==> src/rtl/legv8_ctrl_pkg.sv <==
// Shared types and encodings for the LEGv8 multicycle control path and the ALU control decoder.
// ILLEGAL_TRAP_EN adds the absorbing TRAP state for undecoded opcodes.
package legv8_ctrl_pkg;

    typedef enum logic [3:0] {
        FETCH,
        DECODE,
        MEM_ADDR,
        MEM_RD,
        MEM_WB,
        MEM_WR,
        R_EXEC,
        R_WB,
        BRANCH
`ifdef ILLEGAL_TRAP_EN
        , TRAP
`endif
    } state_t;

    localparam logic [10:0] OP_LDUR    = 11'b11111000010;
    localparam logic [10:0] OP_STUR    = 11'b11111000000;
    localparam logic [10:0] OP_ADD     = 11'b10001011000;
    localparam logic [10:0] OP_SUB     = 11'b11001011000;
    localparam logic [10:0] OP_AND     = 11'b10001010000;
    localparam logic [10:0] OP_ORR     = 11'b10101010000;
    localparam logic [7:0]  OP_CBZ_PFX = 8'b10110100;
    localparam logic [5:0]  OP_B_PFX   = 6'b000101;

    localparam logic [1:0] ALUSRCB_B       = 2'b00;
    localparam logic [1:0] ALUSRCB_FOUR    = 2'b01;
    localparam logic [1:0] ALUSRCB_IMM     = 2'b10;
    localparam logic [1:0] ALUSRCB_IMM_SH2 = 2'b11;

    localparam logic [1:0] ALUOP_ADD   = 2'b00;
    localparam logic [1:0] ALUOP_PASSB = 2'b01;
    localparam logic [1:0] ALUOP_FUNCT = 2'b10;

    typedef struct packed {
        logic mem_ld;
        logic mem_st;
        logic rtype;
        logic cbz;
        logic b;
        logic illegal;
    } opclass_t;

endpackage

==> src/rtl/multicycle_ctrl_opclass_dec.sv <==
// One-hot opcode class decode of IR[31:21]; purely combinational so the
// single-cycle core can reuse it unchanged.
module opclass_dec
    import legv8_ctrl_pkg::*;
(
    input  logic [10:0] op,
    output opclass_t    cls
);

    always_comb begin
        cls = '0;
        if (op == OP_LDUR) begin
            cls.mem_ld = 1'b1;
        end else if (op == OP_STUR) begin
            cls.mem_st = 1'b1;
        end else if (op == OP_ADD || op == OP_SUB || op == OP_AND || op == OP_ORR) begin
            cls.rtype = 1'b1;
        end else if (op[10:3] == OP_CBZ_PFX) begin
            cls.cbz = 1'b1;
        end else if (op[10:5] == OP_B_PFX) begin
            cls.b = 1'b1;
        end else begin
            cls.illegal = 1'b1;
        end
    end

endmodule

==> src/rtl/multicycle_ctrl.sv <==
// Main control FSM of the multicycle LEGv8 core plus the instructions-retired counter.
// Define ILLEGAL_TRAP_EN to trap undecoded opcodes instead of treating them as NOPs.
module multicycle_ctrl
    import legv8_ctrl_pkg::*;
#(
    parameter int CNT_W = 32
) (
    input  logic             clk,
    input  logic             reset,
    input  logic [10:0]      op,
    input  logic             zero,
    input  logic             mem_ready,
    output logic             pc_write,
    output logic             pc_write_cond,
    output logic             pc_src,
    output logic             ir_write,
    output logic             iord,
    output logic             mem_read,
    output logic             mem_write,
    output logic             reg2loc,
    output logic             reg_write,
    output logic             mem_to_reg,
    output logic             alu_src_a,
    output logic [1:0]       alu_src_b,
    output logic [1:0]       aluop,
    output logic             illegal,
    output logic [CNT_W-1:0] instret
);

`ifdef ILLEGAL_TRAP_EN
    localparam state_t UNDEF_NEXT = TRAP;
`else
    localparam state_t UNDEF_NEXT = FETCH;
`endif

    state_t           state_reg, state_next;
    logic [CNT_W-1:0] instret_reg;
    logic             retire;
    opclass_t         cls;

    // zero is qualified by pc_write_cond in the datapath, not here.
    logic unused_zero;
    assign unused_zero = zero;

    opclass_dec u_dec (
        .op  (op),
        .cls (cls)
    );

    always_ff @(posedge clk or negedge reset) begin
        if (!reset) begin
            state_reg   <= FETCH;
            instret_reg <= '0;
        end else begin
            state_reg <= state_next;
            if (retire) begin
                instret_reg <= instret_reg + CNT_W'(1);
            end
        end
    end

    assign instret = instret_reg;

    always_comb begin
        state_next    = state_reg;
        retire        = 1'b0;
        pc_write      = 1'b0;
        pc_write_cond = 1'b0;
        pc_src        = 1'b0;
        ir_write      = 1'b0;
        iord          = 1'b0;
        mem_read      = 1'b0;
        mem_write     = 1'b0;
        reg2loc       = 1'b0;
        reg_write     = 1'b0;
        mem_to_reg    = 1'b0;
        alu_src_a     = 1'b0;
        alu_src_b     = ALUSRCB_B;
        aluop         = ALUOP_ADD;
        illegal       = 1'b0;

        case (state_reg)
            FETCH: begin
                mem_read  = 1'b1;
                alu_src_b = ALUSRCB_FOUR;
                if (mem_ready) begin
                    // Gated by reset so no register loads while reset is held.
                    ir_write   = reset;
                    pc_write   = reset;
                    state_next = DECODE;
                end
            end
            DECODE: begin
                alu_src_b = ALUSRCB_IMM_SH2;
                reg2loc   = cls.mem_st | cls.cbz;
                if (cls.mem_ld || cls.mem_st) begin
                    state_next = MEM_ADDR;
                end else if (cls.rtype) begin
                    state_next = R_EXEC;
                end else if (cls.cbz || cls.b) begin
                    state_next = BRANCH;
                end else if (cls.illegal) begin
                    state_next = UNDEF_NEXT;
                end else begin
                    state_next = FETCH;
                end
            end
            MEM_ADDR: begin
                alu_src_a  = 1'b1;
                alu_src_b  = ALUSRCB_IMM;
                state_next = cls.mem_ld ? MEM_RD : MEM_WR;
            end
            MEM_RD: begin
                iord     = 1'b1;
                mem_read = 1'b1;
                if (mem_ready) begin
                    state_next = MEM_WB;
                end
            end
            MEM_WB: begin
                reg_write  = 1'b1;
                mem_to_reg = 1'b1;
                retire     = 1'b1;
                state_next = FETCH;
            end
            MEM_WR: begin
                iord      = 1'b1;
                mem_write = 1'b1;
                reg2loc   = 1'b1;
                if (mem_ready) begin
                    retire     = 1'b1;
                    state_next = FETCH;
                end
            end
            R_EXEC: begin
                alu_src_a  = 1'b1;
                aluop      = ALUOP_FUNCT;
                state_next = R_WB;
            end
            R_WB: begin
                reg_write  = 1'b1;
                retire     = 1'b1;
                state_next = FETCH;
            end
            BRANCH: begin
                pc_src = 1'b1;
                if (cls.cbz) begin
                    alu_src_a     = 1'b1;
                    aluop         = ALUOP_PASSB;
                    reg2loc       = 1'b1;
                    pc_write_cond = 1'b1;
                end else begin
                    pc_write = 1'b1;
                end
                retire     = 1'b1;
                state_next = FETCH;
            end
`ifdef ILLEGAL_TRAP_EN
            TRAP: begin
                illegal    = 1'b1;
                state_next = TRAP;
            end
`endif
            default: begin
                state_next = FETCH;
            end
        endcase
    end

endmodule

==> config.mk <==
export PLATFORM = sky130hd
export DESIGN_NAME = multicycle_ctrl
export DESIGN_NICKNAME = d
export VERILOG_FILES = /design/src/rtl/legv8_ctrl_pkg.sv /design/src/rtl/multicycle_ctrl_opclass_dec.sv /design/src/rtl/multicycle_ctrl.sv
export SDC_FILE = /design/constraint.sdc
export NUM_CORES = 1
export LEC_CHECK = 0
export CAP_MARGIN = 5
export CORE_MARGIN = 2
export CORE_UTILIZATION = 42
export CTS_CLUSTER_DIAMETER = 30
export CTS_CLUSTER_SIZE = 12
export DETAILED_ROUTE_END_ITERATION = 8
export PLACE_DENSITY = 0.75
export SYNTH_ARGS = -nofsm -noshare
export SYNTH_HDL_FRONTEND = slang
export SYNTH_SLANG_ARGS = --single-unit
export TNS_END_PERCENT = 1
==> constraint.sdc <==
create_clock -name clk -period 1.78 [get_ports clk]
set_input_delay 0.356 -clock clk [delete_from_list [all_inputs] [get_ports clk]]
set_output_delay 0.356 -clock clk [all_outputs]
set_load 0.03 [all_outputs]
### Word level (Yosys, flattened, before mapping)

Index checks and enable logic that the tools add are counted.
Widths: inputs -> output; s select.

* register bits: 36
* bits of input ports: 15
* output and inout bits: 48

* add/sub/neg operators: 1
* eq/ne operators: 19
* multiplexer cells: 37
* bitwise logic cells: 1
* reduce and logical (&&, ||, !) cells: 12

Operators with widths (number)
* $eq 11x11->1 const B: 6
* $add 32x1->32 const B: 1
* $mux 4: 7
* $pmux 4 s6: 1
* $mux 1: 19
* $eq 4x3->1 const B: 4
* $eq 4x2->1 const B: 2
* $eq 8x8->1 const B: 1
* $reduce_or 2->1: 4
* $eq 6x3->1 const B: 1
* $mux 3: 2
* $ne 2x2->1 const B: 3
* $pmux 1 s2: 3
* $pmux 2 s3: 1
* $logic_or 1x1->1: 5
* $mux 5: 1
* $eq 4x1->1 const B: 1
* $eq 4x4->1 const B: 1
* $logic_not 4->1: 1
* $pmux 2 s2: 1
* $pmux 1 s3: 1
* $reduce_and 3->1: 1
* $reduce_or 3->1: 1
* $mux 2: 1
* $or 1x1->1: 1

### Longest topological paths before layout

Gate-level depths: netlist of run 1.

* depth in word-level cells: 12
* mapped depth: 6
* gate-level depth less buffers: 5

### Hierarchy

Synthesis of run 1 repeated with hierarchy kept, for this count alone.

* cells, all modules: 210
* area total of the unflattened synthesis: 2085.8 um2

Modules (own cells, without submodules)
* multicycle_ctrl: instances 1, cells each 193, area an instance 1956.9 um2, sequential area each 900.9 um2
* opclass_dec: instances 1, cells each 17, area an instance 128.9 um2, sequential area each 0.0 um2

### Worst setup path before layout of run 1

No wires, ideal clock.

* path type: register to output
* start: register state_reg[1]
* end: output reg2loc
* arrival: 2.673 ns
* data required time: 1.424 ns
* slack: -1.249 ns
* stages on the path, launching flop included: 5
* buffers on the path: 1
* cell sequence: dfrtp_1 clkbuf_1 nor4b_1 and2_1 a311o_1

* cells in the longest elaborated chain, start to end: 2
* elaborated cells on any way between the ends: 4
* classes of those cells: eq/ne (3); mux (1)

Ends and longest elaborated chain
* from (decl): line multicycle_ctrl.sv:36 `state_t state_reg, state_next;`
* from (signal assigned): line multicycle_ctrl.sv:55 `state_reg <= state_next;`
* $eq 4x4->1 (tied with other cells): line multicycle_ctrl.sv:82 `case (state_reg)`
* $pmux 1 s3 (*): line multicycle_ctrl.sv:82
* to (decl): line multicycle_ctrl.sv:20 `output logic reg2loc,`

Mark *: on every way between the ends. The rest lies on a longest branch, timed or not.

### Worst setup path in the final report of run 1

* start: register state_reg[3]
* end: output reg2loc

The elaborated chain is that of the path after synthesis.

==> results.cfg, run 1 <==
[yosys]
synth_area_per_cell_sq_um = 9.845
ys.flop_type = dfrtp_1
syn_inst = 205
synth_common_cells = dfrtp_1 (36), xor2_1 (23), nand2_1 (16)
yosys.area.top_type = dfrtp_1
synth_async_sr_flop_share_pct = 100.0
synth_top_area_share_pct = 44.64
synthesis.area_sq_mm = 0.002018
ys_ff_latch = 36
yosys_warnings = 0
synth_area_leaders = dfrtp_1 (45%), xor2_1 (10%), xnor2_1 (4.8%)
synth-edff-count = 0
synth.most_common_cell = dfrtp_1
syn_nets = 221
synth_cell_types = 41
yosysSeqAreaShare_pct = 44.64

[die]
die_x_um = 73.32
core-area_sq_mm = 0.004692
dieArea_sq_mm = 0.005376
fp.dieH_um = 73.32
boundaryPins = 63
placementRows = 25
initial_utilization_pct = 43.01

[critical_path]
critPathMaxFanout = 7
crit_arrival_ns = 1.63
slowest_delay_ns = 0.46
endpoint_kind = output pin
worstPathCellList = nor4b_4 > buf_4 > and2_4 > a311o_2 > buf_6
timing.critical_path.from_type = register
crit_required_ns = 1.42
critPathSlowestCell = dfrtp_2
crit_type = register to output pin

[place]
place_congestion = 0.8167
placed_cell_area_sq_mm = 0.003003
hpwl_um = 4104
port_buffers = 60

[global_routing]
grtUsageTotal_pct = 24.06
grt_pass1_wl_um = 10070
grt_max_degree = 37
first_global_vias = 2130
antenna_found_initial = 0
grt-ovfl-total = 0

[pwr]
peakVddDrop_uv = 379.1
p_clk_share_pct = 38.7
p_int_mw = 1.378
power_leakage_nw = 1.554
p_per_area_mw_per_mm2 = 515.5
pwr-share-comb_pct = 15.4
switching_share_pct = 24.83
p_sw_mw = 0.4552
fin_total_pwr_mw = 1.833
p_seq_share_pct = 45.9

[drt]
drt-initial-drc-count = 179
wire_per_inst_um = 16.69
drtAntennaViolNets = 0
wl_um = 6324
drcViolationCount = 0
avgViaCountPerCell = 5.583
dr_total_vias = 2116
first_pass_iters = 4

[timing]
setup_viol = 34
hold_viol = 0
rsz0062_at_grt = true
worst_slack_ns = -0.2053
slew_violations = 0
clock.fmax_mhz = 503.7
worstMarginPinSlew_ns = 0.5156
finalCritPeriodShare_pct = 111.5
period_minus_slack_ns = 1.985
fin_worst_skew_ns = 0.01156
maxSlewHeadroom_pct = 65.53

[status]
status = complete, but fails checks
violations = negative setup slack

[clocking]
clock_latency_ns = 0.29
cts_inserted_buffers = 5
cts_tree = done
clk_pin_slew_ns = 0.08
root_buffer = clkbuf_8
clock_sinks = 36
cts_hold_buf = 0
clk_path_buf_depth = 2
cts-htree-levels = 2

[finish]
seqCellArea_sq_um = 904.6
fin_nets = 340
design_area_sq_mm = 0.003556
drive_gt1_share_pct = 41.23
multi_input_area_sq_mm = 0.001368
n_fill_cell = 301
num_antenna_cells = 0
largest_reg_flops = 32
areaGrowthSynthToFinish_pct = 76.19

[worst_hold_path]
holdCritPathClass = primary input to asynchronous set/reset pin

[job]
cap_violations = 0
-- layer usage --
layer	track usage, %	up-vias	wire length (um)
met1	31.24	1026	2623
met2	41.34	87	3299
li1	-	992	-
met5	0	-	0
met4	6.263	0	89
met3	4.390	11	312
-- final timing paths --
| path | from | endpoint | slack (ns) | cells after the start |
|---|---|---|---|---|
| min in group clk | instret[31]$_DFFE_PN0P_ | instret[31]$_DFFE_PN0P_ | 0.46 | 1 |
| min | reset | instret[14]$_DFFE_PN0P_ | 0.15 | 2 |
| max | state_reg[3]$_DFFE_PN0P_ | reg2loc | -0.21 | 5 |
| max reg2reg | state_reg[0]$_DFFE_PN0P_ | instret[30]$_DFFE_PN0P_ | -0.19 | 7 |
| max in group asynchronous | reset | state_reg[2]$_DFFE_PN0P_ | 1.28 | 2 |
| min reg2reg | instret[31]$_DFFE_PN0P_ | instret[31]$_DFFE_PN0P_ | 0.46 | 1 |
-- what timing repair did --
| action | CTS | global route |
|---|---|---|
| pin swaps | 11 | 9 |
| buffers inserted | 12 | 1 |
| setup endpoints to repair | 52 | 56 |
| resized for setup | 73 | 34 |
-- cell type report --
class / count / area share (%)
Multi-Input combinational cell: 157 / 38.46
Timing Repair Buffer: 122 / 30.86
Sequential cell: 36 / 25.44
Clock buffer: 5 / 1.935
Tap cell: 54 / 1.900
Clock inverter: 3 / 1.196
Inverter: 2 / 0.2111
-- logic make-up (layout without fill, tap and decap cells) --
kind of cell               count (synthesis)  count (layout)  synth area share, %
xor gates and xnor gates                  34              34                14.75
and+or+nand+nor                          106             106                30.50
buffers and inverters                     12             132                3.099
DFF                                       36              36                44.64
AOI/OAI and AO/OA                         14              14                5.704
muxes                                      1               1               0.4960
adders and majority gates                  1               1               0.6199
other                                      1               1               0.1858
-- through the flow --
step,std cells,utilization (%),setup TNS [ns],hold WS [ns],worst slack [ns]
detailed placement,358,64.00,-12.42,0.4600,-0.7022
CTS,378,72.37,-3.194,0.1561,-0.1934
finish,379,75.79,-3.604,0.1486,-0.2053
global placement,358,64.00,-11.03,0.4550,-0.6453
global route,379,75.79,-7.005,0.1823,-0.2847
floorplan,205,-,-2.894,0.06041,-0.1704
-- critical path, delay by kind of cell (launching register included) --
kind | cells | cell delay (ns)
compound gates | 1 | 0.31
buf+inv | 2 | 0.28
flops | 1 | 0.46
simple gates | 2 | 0.29
-- cell usage in the layout, fill, tap and decap left out, drive strengths merged, types with 2 or more instances in the layout --
| master | synthesis | final |
|---|---|---|
| nand2b | 2 | 2 |
| nor3 | 9 | 9 |
| a21oi | 2 | 2 |
| nor4b | 5 | 5 |
| dfrtp | 36 | 36 |
| o21bai | 2 | 2 |
| nand2 | 16 | 16 |
| clkdlybuf4s50 | 0 | 12 |
| nor3b | 4 | 4 |
| clkbuf | 4 | 5 |
| xnor2 | 11 | 11 |
| nor4bb | 2 | 2 |
| nor2 | 12 | 12 |
| nand3 | 10 | 10 |
| nor2b | 3 | 3 |
| and3 | 3 | 3 |
| xor2 | 23 | 23 |
| dlymetal6s2s | 0 | 11 |
| inv | 2 | 2 |
| buf | 6 | 78 |
| o21ai | 2 | 2 |
| and2 | 5 | 5 |
| nand4 | 14 | 14 |
| and4 | 5 | 5 |
| nor4 | 12 | 12 |
| dlygate4sd2 | 0 | 21 |
-- power by group through the flow --
stage	Sequential, mW	Clock [mW]	Combinational [mW]
3_3_place_gp	0.854	0	0.246
6_report	0.841	0.710	0.282
3_5_place_dp	0.855	0	0.252
5_1_grt	0.841	0.761	0.303
2_1_floorplan	0.880	0	0.0779
4_1_cts	0.840	0.714	0.269
Power figures use the tool's default switching activity.
==> inputs of run 2 (changes only) <==
--- a/config.mk
+++ b/config.mk
@@ -6,6 +6,7 @@
 export NUM_CORES = 1
 export LEC_CHECK = 0
 export CAP_MARGIN = 5
+export CORE_ASPECT_RATIO = 0.6
 export CORE_MARGIN = 2
 export CORE_UTILIZATION = 42
 export CTS_CLUSTER_DIAMETER = 30
==> results.cfg, run 2 (same netlist as run 1, synthesis figures left out) <==
[critical_path]
crit_type = register to output pin
path_common_cell = buf_6
endpoint_kind = output pin
rr_worst_depth = 11
critPathSlowestCell = dfrtp_1
crit_required_ns = 1.42
startpoint = state_reg[3]$_DFFE_PN0P_
timing.critical_path.from_type = register
worstPathCellList = buf_6 > nor4b_4 > buf_4 > and2_4 > a311o_2 > buf_6
crit_arrival_ns = 1.78
reg2reg_from = state_reg[3]$_DFFE_PN0P_
critPathMaxFanout = 3
worst-r2r-setup-slack_ns = -0.32
slowest_delay_ns = 0.44
r2r_end = state_reg[2]$_DFFE_PN0P_

[status]
status = complete, but fails checks
violations = negative setup slack

[timing]
hold_viol = 0
finalCritPeriodShare_pct = 120.2
clock.fmax_mhz = 467.4
worstMarginPinSlew_ns = 0.5020
setup_viol = 45
period_minus_slack_ns = 2.139
maxSlewHeadroom_pct = 66.43
fin_worst_skew_ns = 0.01308
slew_violations = 0
worst_slack_ns = -0.3593
rsz0062_at_grt = true

[global_routing]
grtUsageTotal_pct = 28.93
grt-ovfl-total = 0
grt_pass1_wl_um = 11590
grt_max_degree = 37
first_global_vias = 2253
antenna_found_initial = 0

[place]
post-place-ws_ns = -0.7030
place_congestion = 0.8874
placed_cell_area_sq_mm = 0.003029
port_buffers = 60
hpwl_um = 4725
dpl.cell_count = 369

[finish]
n_fill_cell = 276
final_common_cell = buf_4
drive_gt1_share_pct = 40.50
largest_reg_flops = 32
num_antenna_cells = 0
final_cell_mix = buf_4 (59), dfrtp_1 (33), xor2_1 (23)
design_area_sq_mm = 0.003532
final_cells = 384
areaGrowthSynthToFinish_pct = 75.02
fin_nets = 336

[clocking]
root_buffer = clkbuf_8
cts_inserted_buffers = 5
cts-htree-levels = 2
clk_pin_slew_ns = 0.08
cts_tree = done
clock_latency_ns = 0.30
clk_path_buf_depth = 2
clock_sinks = 36
cts_hold_buf = 0

[job]
cap_violations = 0

[pwr]
power_leakage_nw = 1.534
peakVddDrop_uv = 400.3
p_per_area_mw_per_mm2 = 496.6
fin_total_pwr_mw = 1.754

[die]
placementRows = 19
die_x_um = 93.49
dieArea_sq_mm = 0.005394
core-area_sq_mm = 0.004588
fp.dieH_um = 57.70
initial_utilization_pct = 43.99
boundaryPins = 63

[drt]
dr_total_vias = 2266
drcViolationCount = 0
wl_um = 7850
avgViaCountPerCell = 5.901
wire_per_inst_um = 20.44
drt-initial-drc-count = 174
first_pass_iters = 5
drtAntennaViolNets = 0

[worst_hold_path]
holdCritPathClass = primary input to asynchronous set/reset pin
-- run 2: cell types whose count changed in the layout (fill, tap and decap cells not counted), moves of 2 or more --
cell and delta:
clkdlybuf4s50_1 -5, buf_6 -2, nor4_2 -2, buf_4 -2, nor4_4 +2, nor3_1 -2
dlymetal6s2s_1 +4
-- run 2: layout make-up --
class | count | area, sq um | area share [%]
Clock buffer | 7 | 86.33 | 2.444
Clock inverter | 1 | 7.507 | 0.2125
Inverter | 2 | 7.507 | 0.2125
Multi-Input combinational cell | 157 | 1383 | 39.14
Sequential cell | 36 | 904.6 | 25.61
Tap cell | 63 | 78.83 | 2.232
Timing Repair Buffer | 118 | 1065 | 30.15
-- run 2: worst max-delay path: cells and delay by family, from the launching register on --
kind,cells,cell delay [ns]
compound gates,1,0.31
flops,1,0.44
simple gates,2,0.29
buf+inv,3,0.43
-- run 2: per-layer routing --
metal	up-vias	global-route usage, %	share of wire (%)
li1	982	-	-
met1	1108	41.79	43
met2	137	41.32	44
met3	39	6.502	9.2
met4	0	14.50	3.8
met5	-	0	0
-- run 2: worst max-delay path by stage --
| stage | to | slack (ns) | cells past startpoint |
|---|---|---|---|
| after floorplan | reg2loc | -0.17 | 4 |
| after global placement | pc_write | -0.68 | 5 |
| after detailed placement | pc_write | -0.70 | 5 |
| after CTS | reg2loc | -0.28 | 6 |
| after global routing | reg2loc | -0.38 | 6 |
| final | reg2loc | -0.36 | 6 |
-- run 2: power breakdown --
part / total (mW) / internal [mW] / switching (mW)
Clock: 0.626 / 0.315 / 0.311
Sequential: 0.843 / 0.830 / 0.0133
Combinational: 0.285 / 0.131 / 0.154
Total: 1.75 / 1.28 / 0.478
-- run 2: stage by stage --
stage | hold slack [ns] | setup TNS [ns] | util [%]
after floorplan | 0.06041 | -2.894 | -
after global routing | 0.2126 | -9.576 | 76.98
after global placement | 0.4541 | -13.16 | 66.02
after CTS | 0.1795 | -3.712 | 74.42
after detailed placement | 0.4616 | -14.42 | 66.02
final | 0.1711 | -6.749 | 76.98
-- run 2: what timing repair did --
action	4_1_cts	5_1_grt
gates resized for setup	78	33
buffers inserted	7	0
cloned	0	0
pin swaps	5	6
endpoints found under the setup margin	53	64
==> inputs of run 3 (changes only) <==
--- a/config.mk
+++ b/config.mk
@@ -12,6 +12,7 @@
 export CTS_CLUSTER_DIAMETER = 30
 export CTS_CLUSTER_SIZE = 12
 export DETAILED_ROUTE_END_ITERATION = 8
+export MAX_ROUTING_LAYER = met4
 export PLACE_DENSITY = 0.75
 export SYNTH_ARGS = -nofsm -noshare
 export SYNTH_HDL_FRONTEND = slang
==> results.cfg, run 3 (same netlist as run 1, synthesis figures left out) <==
[status]
status = complete, but fails checks
violations = negative setup slack

[pwr]
pwr-share-comb_pct = 16.3
p_int_mw = 1.276
p_clk_share_pct = 35.7
power_leakage_nw = 1.534
switching_share_pct = 27.25
p_seq_share_pct = 48.1
peakVddDrop_uv = 401.0
fin_total_pwr_mw = 1.754
p_sw_mw = 0.4779
p_per_area_mw_per_mm2 = 496.5

[critical_path]
critPathTopFamily = flip-flops
critPathSlowestCell = dfrtp_1
crit_arrival_ns = 1.79
crit_type = register to output pin
crit_required_ns = 1.42
critPathMaxFanout = 3
timing.critical_path.from_type = register
worstPathCellList = buf_6 > nor4b_4 > buf_4 > and2_4 > a311o_2 > buf_6
path_common_cell = buf_6
path_buf_inv = 3
slowest_delay_ns = 0.45
endpoint_kind = output pin

[die]
dieArea_sq_mm = 0.005394
fp.dieH_um = 57.70
boundaryPins = 63
die_x_um = 93.49
core-area_sq_mm = 0.004588
initial_utilization_pct = 43.99
placementRows = 19

[timing]
slew_violations = 0
finalCritPeriodShare_pct = 120.4
setup_viol = 45
whs_ns = 0.1703
hold_viol = 0
fin_worst_skew_ns = 0.01079
period_minus_slack_ns = 2.143
rsz0062_at_grt = true
worst_slack_ns = -0.3635
clock.fmax_mhz = 466.5
maxSlewHeadroom_pct = 66.33
worstMarginPinSlew_ns = 0.5036

[global_routing]
first_global_vias = 2247
grt_max_degree = 37
grtUsageTotal_pct = 29.88
grt_pass1_wl_um = 11620
grt-ovfl-total = 0
antenna_found_initial = 0

[finish]
multi_input_area_sq_mm = 0.001383
seqCellArea_sq_um = 904.6
fin_nets = 336
largest_reg_flops = 32
drive_gt1_share_pct = 40.50
areaGrowthSynthToFinish_pct = 75.02
final_cell_mix = buf_4 (59), dfrtp_1 (33), xor2_1 (23)
num_antenna_cells = 0
n_fill_cell = 276
final_common_cell = buf_4

[drt]
wire_per_inst_um = 20.53
wl_um = 7884
dr_total_vias = 2295
drcViolationCount = 0
avgViaCountPerCell = 5.977
first_pass_iters = 5
drtAntennaViolNets = 0
drt-initial-drc-count = 182

[clocking]
clock_sinks = 36
cts_inserted_buffers = 5
clock_latency_ns = 0.30
root_buffer = clkbuf_8
cts-htree-levels = 2
cts_hold_buf = 0
clk_path_buf_depth = 2
clk_pin_slew_ns = 0.08
cts_tree = done

[job]
cap_violations = 0

[place]
port_buffers = 60
place_congestion = 0.9022
hpwl_um = 4725

[worst_hold_path]
holdCritPathClass = primary input to asynchronous set/reset pin
run 3: layout make-up:
cell class / count / share of cell area (%)
Inverter: 2 / 0.2125
Clock buffer: 7 / 2.444
Multi-Input combinational cell: 157 / 39.14
Tap cell: 63 / 2.232
Clock inverter: 1 / 0.2125
Timing Repair Buffer: 118 / 30.15
Sequential cell: 36 / 25.61
run 3: power groups by stage:
stage	logic [mW]	clock network [mW]	registers, mW
after floorplan	0.0779	0	0.880
after global placement	0.252	0	0.855
after detailed placement	0.255	0	0.856
after CTS	0.273	0.620	0.841
after global routing	0.300	0.667	0.843
final	0.286	0.625	0.843
run 3: worst paths after layout:
kind | from | endpoint | slack (ns) | depth (start not counted)
min in group clk | instret[31]$_DFFE_PN0P_ | instret[31]$_DFFE_PN0P_ | 0.46 | 1
worst min register to register | instret[31]$_DFFE_PN0P_ | instret[31]$_DFFE_PN0P_ | 0.46 | 1
worst min-delay path | reset | instret[13]$_DFFE_PN0P_ | 0.17 | 2
max in group asynchronous | reset | state_reg[0]$_DFFE_PN0P_ | 1.24 | 2
worst max register to register | state_reg[3]$_DFFE_PN0P_ | state_reg[2]$_DFFE_PN0P_ | -0.33 | 11
worst max-delay path | state_reg[3]$_DFFE_PN0P_ | reg2loc | -0.36 | 6
run 3: routing by layer:
metal | part of all wire, % | GRT usage [%]
met1 | 44 | 42.05
met2 | 44 | 41.32
met3 | 7.9 | 6.242
met4 | 3.7 | 14.50
met5 | 0 | -
run 3: worst register-to-register path, cell delays in order (launching register included):
cell and delay (ns):
dfrtp_1 0.45, buf_4 0.18, buf_4 0.15, or2_4 0.27, nor2_4 0.12, buf_4 0.11
buf_4 0.09, buf_4 0.09, buf_4 0.09, buf_4 0.11, nand4_1 0.11, a311oi_1 0.24
run 3: per-stage QoR:
stage,instance area [sq um],std cells,setup slack (ns),utilization (%),TNS [ns]
3_3_place_gp,3029,369,-0.6798,66.02,-13.16
5_1_grt,3532,384,-0.3834,76.98,-9.581
6_report,3532,384,-0.3635,76.98,-6.854
3_5_place_dp,3029,369,-0.7030,66.02,-14.42
4_1_cts,3415,384,-0.2773,74.42,-3.712
2_1_floorplan,2067,205,-0.1704,-,-2.894
run 3: repair_timing:
action	CTS	global route
buffers inserted	7	0
gates resized for setup	78	33
pin swaps	5	6
setup endpoints to repair	53	64
